`src/rtl/rgmii_frame_sender.sv`:
```
// RGMII 100 Mb/s test-frame generator.
// Emits broadcast frames with a counting payload and CRC-32 FCS.
module rgmii_frame_sender #(
  parameter logic [47:0] DST_MAC     = 48'hFFFF_FFFF_FFFF,
  parameter logic [47:0] SRC_MAC     = 48'h0200_0000_0001,
  parameter logic [15:0] ETHERTYPE   = 16'h88B5,
  parameter int          PAYLOAD_LEN = 46,
  parameter int          IFG_BYTES   = 12
) (
  input  logic       ETH_RXCLK,
  input  logic       RSTN,
  output logic [3:0] ETH_TX,
  output logic       ETH_TXCLK,
  output logic       ETH_TXCTRL
);

  typedef enum logic [2:0] {
    GAP, PRE, SFD, HDR, PAY, FCS
  } state_t;

  localparam logic [111:0] HDR_BITS =
    {DST_MAC, SRC_MAC, ETHERTYPE};
  localparam logic [15:0] GAP_LAST = 16'(IFG_BYTES - 1);
  localparam logic [15:0] PAY_LAST = 16'(PAYLOAD_LEN - 1);

  state_t      state;
  logic [2:0]  div;
  logic        hi;
  logic [15:0] cnt;
  logic [7:0]  seq;
  logic [31:0] crc;
  logic [31:0] crc_fin;
  logic [7:0]  cur;
  logic        last;
  logic        wrap;
  logic [6:0]  hidx;
  logic [4:0]  fidx;

  function automatic logic [31:0] crc8(
    input logic [31:0] c,
    input logic [7:0]  b
  );
    logic [31:0] r;
    r = c ^ {24'h0, b};
    for (int i = 0; i < 8; i++)
      r = r[0] ? ((r >> 1) ^ 32'hEDB8_8320) : (r >> 1);
    return r;
  endfunction

  assign wrap    = (div == 3'd4);
  assign crc_fin = ~crc;
  assign hidx    = 7'd104 - {cnt[3:0], 3'b000};
  assign fidx    = {cnt[1:0], 3'b000};

  always_comb begin
    cur  = 8'h00;
    last = 1'b0;
    unique case (state)
      GAP: last = (cnt == GAP_LAST);
      PRE: begin
        cur  = 8'h55;
        last = (cnt == 16'd6);
      end
      SFD: begin
        cur  = 8'hD5;
        last = 1'b1;
      end
      HDR: begin
        cur  = HDR_BITS[hidx +: 8];
        last = (cnt == 16'd13);
      end
      PAY: begin
        cur  = seq + cnt[7:0];
        last = (cnt == PAY_LAST);
      end
      FCS: begin
        cur  = crc_fin[fidx +: 8];
        last = (cnt == 16'd3);
      end
      default: ;
    endcase
  end

  always_ff @(posedge ETH_RXCLK or negedge RSTN) begin
    if (!RSTN) begin
      div        <= '0;
      ETH_TXCLK  <= 1'b0;
      ETH_TX     <= '0;
      ETH_TXCTRL <= 1'b0;
      state      <= GAP;
      cnt        <= '0;
      // idle nibble 0 is the one on the wire during reset
      hi         <= 1'b1;
      seq        <= '0;
      crc        <= '1;
    end else begin
      div       <= wrap ? 3'd0 : div + 3'd1;
      ETH_TXCLK <= (div == 3'd2) || (div == 3'd3);
      if (wrap) begin
        ETH_TX     <= hi ? cur[7:4] : cur[3:0];
        ETH_TXCTRL <= (state != GAP);
        hi         <= ~hi;
        if (hi) begin
          if (state == HDR || state == PAY)
            crc <= crc8(crc, cur);
          cnt <= last ? 16'd0 : cnt + 16'd1;
          if (last) begin
            unique case (state)
              GAP: state <= PRE;
              PRE: state <= SFD;
              SFD: begin
                state <= HDR;
                crc   <= '1;
              end
              HDR: state <= PAY;
              PAY: state <= FCS;
              FCS: begin
                state <= GAP;
                seq   <= seq + 8'd1;
              end
              default: state <= GAP;
            endcase
          end
        end
      end
    end
  end

endmodule

```
`config.mk`:
```
export PLATFORM = sky130hd
export DESIGN_NAME = rgmii_frame_sender
export DESIGN_NICKNAME = d
export VERILOG_FILES = /design/src/rtl/rgmii_frame_sender.sv
export SDC_FILE = /design/constraint.sdc
export NUM_CORES = 1
export LEC_CHECK = 0
export ABC_CLOCK_PERIOD_IN_PS = 3650
export BUFFER_PORTS_ARGS = -buffer_cell sky130_fd_sc_hd__clkbuf_2
export CORE_AREA = 2 2 88 153
export CTS_CLUSTER_SIZE = 14
export DETAILED_ROUTE_END_ITERATION = 6
export DIE_AREA = 0 0 90 155
export PLACE_DENSITY = 0.63
export SETUP_SLACK_MARGIN = 0.2
export SYNTH_ARGS = -nofsm -noshare
export SYNTH_HDL_FRONTEND = slang
export SYNTH_SLANG_ARGS = --single-unit
```
`constraint.sdc`:
```
create_clock -name ETH_RXCLK -period 3.65 [get_ports ETH_RXCLK]
set_clock_uncertainty 0.2 [all_clocks]
set_input_delay 0.1825 -clock ETH_RXCLK [delete_from_list [all_inputs] [get_ports ETH_RXCLK]]
set_output_delay 0.1825 -clock ETH_RXCLK [all_outputs]
set_load 0.005 [all_outputs]
```
==> metrics.cfg <==
[status]
outcome=complete, no violations

[global_routing]
antenna_found_initial=0
grt_pass1_wl_mm=21.1
grt_pass1_vias=3910
grt_usage_pct=19.5
grt.overflow.total=0
grt_max_degree=33

[clock_tree]
cts.sinks=69
clk_latency_ns=0.34
cts-root-buf=clkbuf_16
htreeDepth=3
cts_inserted_buffers=9
clk_pin_slew_ns=0.06
cts_buffer_depth=2
cts_tree=done

[cells_and_area]
multi_input_area_um2=2960
syn2layout_area_growth_pct=19.7
final_area_um2=5660
nFillCells=1257
drive_gt1_share_pct=25.2
final_core_utilization_pct=44.2
layout.area.seq_um2=1770
instances_no_fill=687
antenna_cells=0
layout.nets=531

[route]
post_drt_wl_per_cell_um=18.8
via_count=3699
wl_mm=12.9
viasPerCell=5.38
drt-pass1-iter-count=5
drt-initial-drc-count=250
ant_nets=0
drc=0

[synthesis]
synthTopCellsByCount=nor2_1 (61), xnor2_1 (58), a21oi_1 (43), dfrtp_1 (36), dfstp_2 (33)
synth.top_cells.by_area=dfrtp_1 (19%), dfstp_2 (18%), xnor2_1 (11%)
synth_compound_area_share_pct=14.6
ys_ff_latch=69
post_synth_num_cell_types=64
synth_area_leader_cell=dfrtp_1
syn-num-nets=497
ys_seq_area_share_pct=37.4
synth_edf_count=0
yosysWarnings=0
synth_flop_cell=dfrtp_1
synthSimpleGateAreaFrac_pct=14.7
ys_async_sr_fraction_pct=100
synth_xor_area_share_pct=19.9
synth_area_per_cell_um2=9.91
yosysMostFrequentCell=nor2_1
netlist_area_um2=4730
yosysTopAreaCellShare_pct=19.1
synth_top_family_by_area=XOR/XNOR gates
synthAdderAreaFrac_pct=4.92
synthCells=477
synthMuxAreaShare_pct=5.53

[floorplanning]
core_area_um2=12800
io-pin-count=8
dieArea_um2=14000
rows=55
start_util_pct=36.9
die_y_um=155
fp.dieW_um=90

[worst_setup_path]
setup.worst_path.end_class=flip-flop
required_ns=3.71
worst_setup_path_start_kind=flip-flop
critPathKind=reg2reg
critical_path.max_fanout=3
crit_arrival_ns=3.52

[power]
power_mw=1.80
power_density_nw_per_um2=318
p_leak_nw=2.43
ir_drop_mv=0.210

[sta]
fmax_ghz=0.289
setup_tns_ns=0
maxSlewHeadroom_pct=37.1
setup_viol=0
hold_slack_ns=0.271
setup_ws_ns=0.195
rsz0062_at_grt=true
maxSlewViolCount=0
period_share_pct=94.7
final_hold_viol_count=0
fin_crit_ns=3.46
worst_slew_pin_slew_ns=0.934

[place]
hpwlAfterDp_mm=9.83
dp_cells=664
place_ws_ns=-0.153
placed_area_um2=5120
numPortBuffers=7
gp_congestion=0.981

[min_path]
min_path_type=reg2reg

[run]
max_cap_viol_count=0

[registers in the layout, indices dropped and copies added (netlist names)]
signal / count
crc: 32
cnt: 16
seq: 8
ETH_TX: 4
div: 3
state: 3
ETH_TXCLK: 1
ETH_TXCTRL: 1
hi: 1
[critical path, cell delays in order, from the launching register on]
cell and delay (ns):
dfrtp_1 0.42, ha_2 0.23, fa_2 0.43, xor2_2 0.21, nor2_1 0.09, o41ai_4 0.42, xor2_2 0.13, buf_4 0.18
xor3_2 0.43, xnor2_2 0.31, xnor2_1 0.13, a21oi_1 0.18
[power by group]
part	switching (mW)	leakage, nW	internal [mW]	total [mW]
Combinational	0.0149	1.44	0.00246	0.0174
Sequential	0	0.829	0.767	0.767
Clock	0.345	0.166	0.670	1.02
Total	0.360	2.43	1.44	1.80
[layout make-up]
class	instances	area share, %
flip-flops and latches	69	31.2
multi-input cells	376	52.3
inverters	11	0.730
clock inverters	7	2.19
repair buffers	44	5.79
clock buffers	9	3.98
well taps	171	3.78
[routing by layer]
layer / part of all wire [%] / GRT usage [%] / wire length, µm
met1: 35 / 18.9 / 4530
met4: 8.1 / 15.1 / 1050
met3: 2.1 / 3.44 / 276
met2: 55 / 36.2 / 7050
met5: 0 / 0 / 0
[cells by family after synthesis]
family,count (synthesis)
compound gates,107
fa+ha+maj,18
xor+xnor,92
mux,14
simple gates,145
flops,69
buf+inv,32
[timing repair]
item                                    in CTS  in global routing
hold endpoints to repair                    33                  0
hold buffers                                 1                  0
endpoints found under the setup margin       9                 25
pin swaps                                    2                  7
resized for setup                            4                 16
setup buffers                                3                  3
[placed cells by master, fill, tap and decap left out, types with 4 or more instances in the layout]
| cell type | count |
|---|---|
| ha_1 | 16 |
| xor2_1 | 19 |
| o22a_1 | 6 |
| o21ai_0 | 21 |
| and3_1 | 7 |
| a211oi_1 | 9 |
| xnor2_1 | 52 |
| a21o_1 | 4 |
| and2_1 | 4 |
| nand4_1 | 6 |
| mux4_1 | 5 |
| a21oi_1 | 42 |
| nand2b_1 | 6 |
| xor2_2 | 6 |
| nand3_1 | 11 |
| mux2i_1 | 4 |
| nor2b_1 | 4 |
| inv_1 | 11 |
| nand2_1 | 28 |
| buf_4 | 35 |
| clkbuf_2 | 6 |
| clkbuf_16 | 9 |
| dfstp_2 | 33 |
| nor2_1 | 61 |
| dfrtp_1 | 36 |
| xnor2_2 | 7 |
[worst paths after layout]
kind	start	end	slack (ns)	cells past startpoint
max in group asynchronous	RSTN	hi	2.45	3
min reg2reg	div[0]	div[0]	0.27	1
max reg2reg	cnt[0]	crc[21]	0.19	11
min in group asynchronous	RSTN	crc[28]	0.35	2
min	div[0]	div[0]	0.27	1
max	cnt[0]	crc[21]	0.19	11
Note: power is estimated with default switching activity, not from simulation.
